File: src/rtl/dcache_write_buffer.sv
// D-cache write buffer: posts writes into a circular FIFO drained over AXI4-Lite,
// and services reads only once every buffered write has been acknowledged.
module dcache_write_buffer #(
   parameter int DEPTH = 4
) (
   input  logic        clk,
   input  logic        rst_n,
   input  logic [31:0] up_addr,
   input  logic        up_rd,
   input  logic        up_wr,
   input  logic [31:0] up_wdata,
   input  logic [3:0]  up_wstrb,
   output logic [31:0] up_rdata,
   output logic        up_valid,
   output logic        wb_empty,
   output logic [31:0] awaddr,
   output logic        awvalid,
   input  logic        awready,
   output logic [31:0] wdata,
   output logic [3:0]  wstrb,
   output logic        wvalid,
   input  logic        wready,
   input  logic        bvalid,
   output logic        bready,
   output logic [31:0] araddr,
   output logic        arvalid,
   input  logic        arready,
   input  logic [31:0] rdata,
   input  logic        rvalid,
   output logic        rready
);

   localparam int PTR_W = $clog2(DEPTH);
   localparam int CNT_W = PTR_W + 1;
   localparam logic [CNT_W-1:0] DEPTH_C = CNT_W'(DEPTH);

   typedef enum logic [1:0] {D_IDLE, D_SEND, D_RESP} drain_state_t;
   typedef enum logic [1:0] {R_IDLE, R_DRAIN, R_ADDR, R_DATA} read_state_t;

   logic [31:0]      r_addr_q [DEPTH];
   logic [31:0]      r_data_q [DEPTH];
   logic [3:0]       r_strb_q [DEPTH];
   logic [PTR_W-1:0] r_head;
   logic [PTR_W-1:0] r_tail;
   logic [CNT_W-1:0] r_count;

   drain_state_t     r_d_state;
   drain_state_t     w_d_next;
   read_state_t      r_r_state;
   read_state_t      w_r_next;

   logic             r_aw_done;
   logic             r_w_done;
   logic             r_up_valid;
   logic [31:0]      r_up_rdata;

   logic             w_full;
   logic             w_push;
   logic             w_pop;
   logic             w_rd_start;
   logic             w_rd_done;
   logic             w_aw_hs;
   logic             w_w_hs;
   logic             w_send_done;

   // A full buffer may still accept in the cycle that frees its head entry.
   assign w_full      = (r_count == DEPTH_C);
   assign w_pop       = (r_d_state == D_RESP) && bvalid;
   assign w_push      = up_wr && !r_up_valid && (r_r_state == R_IDLE) && (!w_full || w_pop);
   assign w_rd_start  = up_rd && !up_wr && !r_up_valid && (r_r_state == R_IDLE);
   assign w_rd_done   = (r_r_state == R_DATA) && rvalid;

   assign w_aw_hs     = awvalid && awready;
   assign w_w_hs      = wvalid && wready;
   assign w_send_done = (r_aw_done || w_aw_hs) && (r_w_done || w_w_hs);

   assign wb_empty    = (r_count == '0) && (r_d_state == D_IDLE);
   assign up_valid    = r_up_valid;
   assign up_rdata    = r_up_rdata;

   // The head entry only moves on a pop in D_RESP, so the write channel stays stable.
   assign awaddr      = r_addr_q[r_head];
   assign wdata       = r_data_q[r_head];
   assign wstrb       = r_strb_q[r_head];
   assign araddr      = up_addr;

   always_ff @(posedge clk) begin
      if (w_push) begin
         r_addr_q[r_tail] <= up_addr;
         r_data_q[r_tail] <= up_wdata;
         r_strb_q[r_tail] <= up_wstrb;
      end
   end

   always_ff @(posedge clk) begin
      if (!rst_n) begin
         r_head  <= '0;
         r_tail  <= '0;
         r_count <= '0;
      end else begin
         if (w_push) begin
            r_tail <= r_tail + PTR_W'(1);
         end
         if (w_pop) begin
            r_head <= r_head + PTR_W'(1);
         end
         case ({w_push, w_pop})
            2'b10:   r_count <= r_count + CNT_W'(1);
            2'b01:   r_count <= r_count - CNT_W'(1);
            default: r_count <= r_count;
         endcase
      end
   end

   always_ff @(posedge clk) begin
      if (!rst_n) begin
         r_up_valid <= 1'b0;
         r_up_rdata <= '0;
      end else begin
         r_up_valid <= w_push || w_rd_done;
         if (w_rd_done) begin
            r_up_rdata <= rdata;
         end
      end
   end

   always_ff @(posedge clk) begin
      if (!rst_n) begin
         r_d_state <= D_IDLE;
      end else begin
         r_d_state <= w_d_next;
      end
   end

   // AW and W complete independently; the flags remember which one already went.
   always_ff @(posedge clk) begin
      if (!rst_n) begin
         r_aw_done <= 1'b0;
         r_w_done  <= 1'b0;
      end else if ((r_d_state == D_SEND) && !w_send_done) begin
         if (w_aw_hs) begin
            r_aw_done <= 1'b1;
         end
         if (w_w_hs) begin
            r_w_done <= 1'b1;
         end
      end else begin
         r_aw_done <= 1'b0;
         r_w_done  <= 1'b0;
      end
   end

   always_comb begin
      w_d_next = r_d_state;
      case (r_d_state)
         D_IDLE:  if (r_count != '0) w_d_next = D_SEND;
         D_SEND:  if (w_send_done)   w_d_next = D_RESP;
         D_RESP:  if (bvalid)        w_d_next = D_IDLE;
         default:                    w_d_next = D_IDLE;
      endcase
   end

   always_comb begin
      awvalid = 1'b0;
      wvalid  = 1'b0;
      bready  = 1'b0;
      case (r_d_state)
         D_SEND: begin
            awvalid = !r_aw_done;
            wvalid  = !r_w_done;
         end
         D_RESP:  bready = 1'b1;
         default: ;
      endcase
   end

   always_ff @(posedge clk) begin
      if (!rst_n) begin
         r_r_state <= R_IDLE;
      end else begin
         r_r_state <= w_r_next;
      end
   end

   // Reads wait for a fully drained buffer; there is no forwarding from the FIFO.
   always_comb begin
      w_r_next = r_r_state;
      case (r_r_state)
         R_IDLE:  if (w_rd_start) w_r_next = R_DRAIN;
         R_DRAIN: if (wb_empty)   w_r_next = R_ADDR;
         R_ADDR:  if (arready)    w_r_next = R_DATA;
         R_DATA:  if (rvalid)     w_r_next = R_IDLE;
         default:                 w_r_next = R_IDLE;
      endcase
   end

   always_comb begin
      arvalid = 1'b0;
      rready  = 1'b0;
      case (r_r_state)
         R_ADDR:  arvalid = 1'b1;
         R_DATA:  rready  = 1'b1;
         default: ;
      endcase
   end

endmodule

File: config.mk
export PLATFORM = sky130hd
export DESIGN_NAME = dcache_write_buffer
export DESIGN_NICKNAME = d
export VERILOG_FILES = /design/src/rtl/dcache_write_buffer.sv
export SDC_FILE = /design/constraint.sdc
export NUM_CORES = 1
export LEC_CHECK = 0
export BUFFER_PORTS_ARGS = -buffer_cell sky130_fd_sc_hd__clkbuf_2
export CORE_MARGIN = 5
export CORE_UTILIZATION = 30
export CTS_BUF_LIST = sky130_fd_sc_hd__clkbuf_4 sky130_fd_sc_hd__clkbuf_8
export DETAILED_ROUTE_END_ITERATION = 10
export PLACE_DENSITY = 0.58
export SETUP_SLACK_MARGIN = 0.15
export SYNTH_ARGS = -nofsm -noshare
export SYNTH_HDL_FRONTEND = slang
export SYNTH_SLANG_ARGS = --single-unit
File: constraint.sdc
create_clock -name clk -period 6.3 [get_ports clk]
set_input_delay 0.63 -clock clk [delete_from_list [all_inputs] [get_ports clk]]
set_output_delay 0.63 -clock clk [all_outputs]
set_load 0.005 [all_outputs]
### After elaboration in Yosys (flattened, before gate mapping)

Memories as Yosys holds them, arrays and structs flattened. A register that Yosys moved wholly into a read port is not among the register bits.
Index checks and enable logic that the tools add are counted.

| word-level totals | value |
|---|---|
| bits in registers | 46 |
| bits in writable memories | 272 |
| input bits | 109 |
| logic and storage cells | 85 |
| memories kept | 3 |

| cells by class | value |
|---|---|
| add/subtract/negate cells | 4 |
| eq/ne operators | 15 |
| muxes and demuxes | 23 |
| reductions and logical operators | 31 |

Memory list:

| name | depth | bits a word | read ports | clocked after Yosys merged registers in | wr ports | line | text |
|---|---|---|---|---|---|---|---|
| r_addr_q | 4 | 32 | 1 | 1 | 1 | 40 | `logic [31:0] r_addr_q [DEPTH];` |
| r_data_q | 4 | 32 | 1 | 1 | 1 | 41 | `logic [31:0] r_data_q [DEPTH];` |
| r_strb_q | 4 | 4 | 1 | 1 | 1 | 42 | `logic [3:0] r_strb_q [DEPTH];` |

Operator list:

| kind | count |
|---|---|
| $mux 2 | 13 |
| $logic_and 1x1->1 | 13 |
| $ne 2x2->1 const B | 6 |
| $eq 2x2->1 const B | 4 |
| $pmux 2 s4 | 1 |
| $mux 1 | 7 |
| $eq 2x1->1 const B | 3 |
| $logic_not 1->1 | 6 |
| $pmux 2 s3 | 1 |
| $pmux 3 s2 | 1 |
| $add 2x1->2 const B | 2 |
| $logic_not 2->1 | 2 |
| $logic_or 1x1->1 | 4 |
| $reduce_and 4->1 | 1 |
| $add 3x1->3 const B | 1 |
| $eq 3x3->1 const B | 1 |
| $logic_not 3->1 | 1 |
| $reduce_and 3->1 | 1 |
| $reduce_bool 3->1 | 1 |
| $sub 3x1->3 const B | 1 |
| $ne 2x1->1 const B | 1 |
| $reduce_and 2->1 | 1 |
| $reduce_bool 2->1 | 1 |

### Logic depth before layout (Yosys ltp)

| depth | value |
|---|---|
| depth in word-level cells | 8 |
| depth in mapped cells | 8 |
| depth with buffers taken out | 8 |

### Worst setup path after synthesis

Ideal clock, no wire load.

| timing path | value |
|---|---|
| path type | input-to-reg |
| from | input port bvalid |
| to | memory r_addr_q[0][0] (enable) |
| data arrival time | 2.856 ns |
| data required time | 5.867 ns |
| path slack | 3.011 ns |
| cell stages on the path | 3 |
| cell sequence | nand3b_1 -> a31oi_1 -> and2_1 |

| between the ends | value |
|---|---|
| word-level cells in the longest chain between the ends | 5 |

Ends and longest elaborated chain:

| what | line | text |
|---|---|---|
| start: declaration | 23 | `input logic bvalid,` |
| $logic_and 1x1->1 | 68 | `assign w_pop = (r_d_state == D_RESP) && bvalid;` |
| $logic_or 1x1->1 | 69 | `assign w_push = up_wr && !r_up_valid && (r_r_state == R_IDLE) && (!w_full \|\| w_pop);` |
| $logic_and 1x1->1 | 69 |  |
| $mux 1 | 88 | `if (w_push) begin` |
| $mux 1 (not written as such) | 89 | `r_addr_q[r_tail] <= up_addr;` |
| end: declaration | 40 |  |

No other way between the ends.

==> report_table.html <==
<table>
<tr><th>Metric</th><th>Value</th></tr>
<tr><th colspan="2">Outcome</th></tr>
<tr><td>Result of the run</td><td>finished clean</td></tr>
<tr><th colspan="2">Timing</th></tr>
<tr><td>Final setup violating endpoints</td><td>0</td></tr>
<tr><td>Setup repair after global routing missed its margin</td><td>no</td></tr>
<tr><td>Actual transition at the worst max-transition pin</td><td>1180 ps</td></tr>
<tr><td>Time the worst path needs with I/O delays and setup</td><td>3550 ps</td></tr>
<tr><td>Setup Total Neg Slack</td><td>0 ps</td></tr>
<tr><td>Highest achievable clock rate</td><td>281 MHz</td></tr>
<tr><td>Final worst-path cycle share</td><td>56.4%</td></tr>
<tr><td>Smallest hold slack</td><td>232 ps</td></tr>
<tr><td>Max Slew Vio Count</td><td>0</td></tr>
<tr><td>Hold violation count in the final report</td><td>0</td></tr>
<tr><td>Worst-case clock skew</td><td>22.9 ps</td></tr>
<tr><td>Relative slew margins</td><td>21.6%</td></tr>
<tr><th colspan="2">Synthesis</th></tr>
<tr><td>Biggest area contributors in the synthesized netlist</td><td>edfxtp_1 68%, mux4_2 13%, dfxtp_1 8.0%</td></tr>
<tr><td>Most numerous cell in the Yosys netlist</td><td>edfxtp_1</td></tr>
<tr><td>Mapped Avg Cell Area</td><td>19.1 sq um</td></tr>
<tr><td>Async set-or-reset flop fraction in the synthesized netlist</td><td>0%</td></tr>
<tr><td>Commonest cells post-synth</td><td>272 x edfxtp_1, 72 x nand2_1, 68 x mux4_2</td></tr>
<tr><td>Count of state elements after synthesis</td><td>320</td></tr>
<tr><td>Synth Flop Type</td><td>edfxtp_1</td></tr>
<tr><td>Post-Synthesis Cell Area</td><td>12000 sq um</td></tr>
<tr><td>Number of synthesized flops with an enable pin</td><td>272</td></tr>
<tr><td>Count of cell types in the netlist</td><td>38</td></tr>
<tr><td>Gate count after technology mapping</td><td>629</td></tr>
<tr><td>Cell type with the highest aggregate area in the netlist</td><td>edfxtp_1</td></tr>
<tr><td>Sequential share of the synthesized area</td><td>76.2%</td></tr>
<tr><td>Post-synthesis net count</td><td>747</td></tr>
<tr><td>Number of warnings reported in the yosys synthesis log</td><td>0</td></tr>
<tr><td>Yosys top cell area share</td><td>68.1%</td></tr>
<tr><th colspan="2">Floorplanning</th></tr>
<tr><td>Die area</td><td>44000 sq um</td></tr>
<tr><td>Chip width</td><td>210 um</td></tr>
<tr><td>Number of placed I/O pins</td><td>248</td></tr>
<tr><td>Die height</td><td>210 um</td></tr>
<tr><td>Number of placement rows</td><td>73</td></tr>
<tr><td>Placeable Area</td><td>39600 sq um</td></tr>
<tr><td>Starting utilization of the core area</td><td>30.2%</td></tr>
<tr><th colspan="2">Final layout</th></tr>
<tr><td>Total area of multi-input combinational cells</td><td>2470 sq um</td></tr>
<tr><td>Flip-flop and latch area</td><td>9140 sq um</td></tr>
<tr><td>Filler Cell Count</td><td>3754</td></tr>
<tr><td>Ant diodes</td><td>0</td></tr>
<tr><td>Fraction of final layout cells sized beyond drive strength 1</td><td>45.0%</td></tr>
<tr><td>Area growth from synthesis to layout</td><td>22.1%</td></tr>
<tr><td>Count of nets after finishing</td><td>996</td></tr>
<tr><th colspan="2">Global route</th></tr>
<tr><td>Pin count of the biggest net entering global routing</td><td>51</td></tr>
<tr><td>Global-route wire length before repair</td><td>40.2 mm</td></tr>
<tr><td>Total grt overflow</td><td>0</td></tr>
<tr><td>Global routing usage summed across all routing layers</td><td>11.8%</td></tr>
<tr><td>Number of antenna violations at the first check in global routing</td><td>1</td></tr>
<tr><td>Number of global-route vias before repair</td><td>7047</td></tr>
<tr><th colspan="2">Pwr</th></tr>
<tr><td>Clock network fraction of design power</td><td>33.7%</td></tr>
<tr><td>Power per Cell Area</td><td>362 nW/um^2</td></tr>
<tr><td>Power dissipated by switching net loads</td><td>1340 uW</td></tr>
<tr><td>Design internal power</td><td>3950 uW</td></tr>
<tr><td>Worst VDD drop</td><td>0.153 mV</td></tr>
<tr><td>Sequential group share of total power</td><td>51.2%</td></tr>
<tr><td>Switching share of total power</td><td>25.3%</td></tr>
<tr><td>Fraction of power consumed by combinational cells</td><td>15.1%</td></tr>
<tr><td>Static leakage</td><td>0.00514 uW</td></tr>
<tr><th colspan="2">Placed design</th></tr>
<tr><td>Quantity of I/O buffers inserted on ports</td><td>247</td></tr>
<tr><td>Total half-perimeter wirelength after legalization and detailed placement</td><td>16.6 mm</td></tr>
<tr><td>Final GP Congestion</td><td>0.778</td></tr>
<tr><th colspan="2">Worst setup path</th></tr>
<tr><td>Worst setup SP type</td><td>register</td></tr>
<tr><td>Category of the critical setup timing path</td><td>reg2out</td></tr>
<tr><td>Worst-path maximum fanout</td><td>40</td></tr>
<tr><td>Slowest stage cell on the critical path</td><td>dfxtp_4</td></tr>
<tr><td>Cell Chain, Critical Path</td><td>buf_4, mux4_2, clkbuf_2</td></tr>
<tr><td>Delay of the slowest cell on the worst path</td><td>910 ps</td></tr>
<tr><td>Signal arrival time at the worst endpoint</td><td>2920 ps</td></tr>
<tr><td>Slack of the worst reg-to-reg path</td><td>3230 ps</td></tr>
<tr><td>Critical Path Sink Type</td><td>primary output</td></tr>
<tr><td>Required time worst endpoint</td><td>5670 ps</td></tr>
<tr><th colspan="2">Drt</th></tr>
<tr><td>Average routed wire per standard cell</td><td>18.2 um</td></tr>
<tr><td>Per-cell via count in the routed design</td><td>4.47</td></tr>
<tr><td>Post-route DRC</td><td>0</td></tr>
<tr><td>Drt first pass iters</td><td>4</td></tr>
<tr><td>Sum of routed wire length over all layers</td><td>26.2 mm</td></tr>
<tr><td>Detailed router's first-iteration violation count</td><td>313</td></tr>
<tr><td>Residual antenna-violating net count after detailed routing</td><td>0</td></tr>
<tr><td>Routed vias</td><td>6446</td></tr>
<tr><th colspan="2">Hold path</th></tr>
<tr><td>Classification of the worst-slack hold path</td><td>in2reg</td></tr>
<tr><th colspan="2">Clock tree</th></tr>
<tr><td>Latest clock arrival within the worst-skew pair</td><td>590 ps</td></tr>
<tr><td>Total CTS buffers</td><td>54</td></tr>
<tr><td>Quantity of gates resized following cts</td><td>0</td></tr>
<tr><td>Number of buffers on the longest clock path</td><td>3</td></tr>
<tr><td>Clock transition at the registers of the reported paths</td><td>60 ps</td></tr>
<tr><td>Clk root buf</td><td>clkbuf_8</td></tr>
<tr><td>Post-CTS setup buffer count</td><td>0</td></tr>
<tr><td>TritonCTS clock tree</td><td>done</td></tr>
<tr><td>Post-CTS Hold Buffers</td><td>0</td></tr>
<tr><td>Clock net sink count</td><td>320</td></tr>
<tr><td>Clock H-tree levels</td><td>2</td></tr>
<tr><th colspan="2">Job</th></tr>
<tr><td>Number of maximum-capacitance constraint violations</td><td>0</td></tr>
</table>
## state kept, by name, indices dropped and copies added, names as in the netlist, 2 cells and up, named ones only
register	flops
r_head	2
up_rdata	32
r_count	3
r_r_state	2
r_strb_q	16
r_tail	2
r_addr_q	128
r_data_q	128
r_d_state	2
## per-stage QoR
stage | std cells | power, uW | instance area, sq um | utilization (%) | setup slack [ps]
6_report | 1443 | 5300 | 14600 | 36.9 | 2750
5_1_grt | 1443 | 5590 | 14600 | 36.9 | 2420
4_1_cts | 1443 | 5410 | 14600 | 36.9 | 2550
3_5_place_dp | 1347 | 3590 | 13600 | 34.3 | 3040
3_3_place_gp | 1347 | 3570 | 13600 | 34.3 | 3120
2_1_floorplan | 629 | 3190 | 12000 | - | 3010
## logic make-up (layout without fill, tap and decap cells)
kind of cell	count (synthesis)	after routing	synth area share, %
flip-flops	320	320	76.2
multiplexers	70	70	12.9
adder cells (fa/ha/maj)	9	9	1.00
AO/OA/AOI/OAI	50	50	2.60
AND/OR/NAND/NOR	107	107	3.80
XOR/XNOR	3	3	0.219
buffers and inverters	70	359	3.27
## cell type report
type / instances / share of cell area (%)
Multi-Input combinational cell: 239 / 16.9
Sequential cell: 320 / 62.5
Clock buffer: 70 / 5.94
Inverter: 10 / 0.257
Clock inverter: 26 / 1.18
Timing Repair Buffer: 253 / 8.76
Tap cell: 525 / 4.49
## routing by layer
metal	up-vias	routed length (um)	GRT usage, %
li1	2926	-	-
met1	3213	11200	15.1
met2	250	12000	18.2
met3	55	2310	4.74
met4	2	643	3.80
met5	-	12	0
## critical path, delay by kind of cell, from the launching register on
kind | cells | cell delay [ps]
mux | 1 | 610
buf+inv | 2 | 740
flops | 1 | 910
## cells in the final DEF (no fill, tap or decap), drive strengths merged, types with 8 or more instances in the layout
| cell type | count |
|---|---|
| ha | 8 |
| inv | 10 |
| edfxtp | 272 |
| clkbuf | 317 |
| nor2 | 16 |
| nand2 | 72 |
| mux4 | 68 |
| a21oi | 25 |
| clkinv | 21 |
| dfxtp | 48 |
## final timing paths
check	startpoint	endpoint	depth (start not counted)
setup / recovery	register	wdata[11]	3
hold / removal	wready	r_aw_done$_SDFFE_PN0P_	2
setup reg to reg	r_r_state[0]$_SDFFE_PN0P_	r_data_q[3][27]$_DFFE_PP_	6
hold reg to reg	up_rdata[20]$_SDFFE_PN0P_	up_rdata[20]$_SDFFE_PN0P_	2
## power by group through the flow
stage | Sequential, uW | Combinational (uW) | Clock [uW]
finish | 2710 | 798 | 1790
global route | 2740 | 880 | 1970
CTS | 2720 | 829 | 1860
detailed placement | 2760 | 829 | 0
global placement | 2750 | 820 | 0
floorplan | 2740 | 455 | 0
Note: power is estimated with default switching activity, not from simulation.
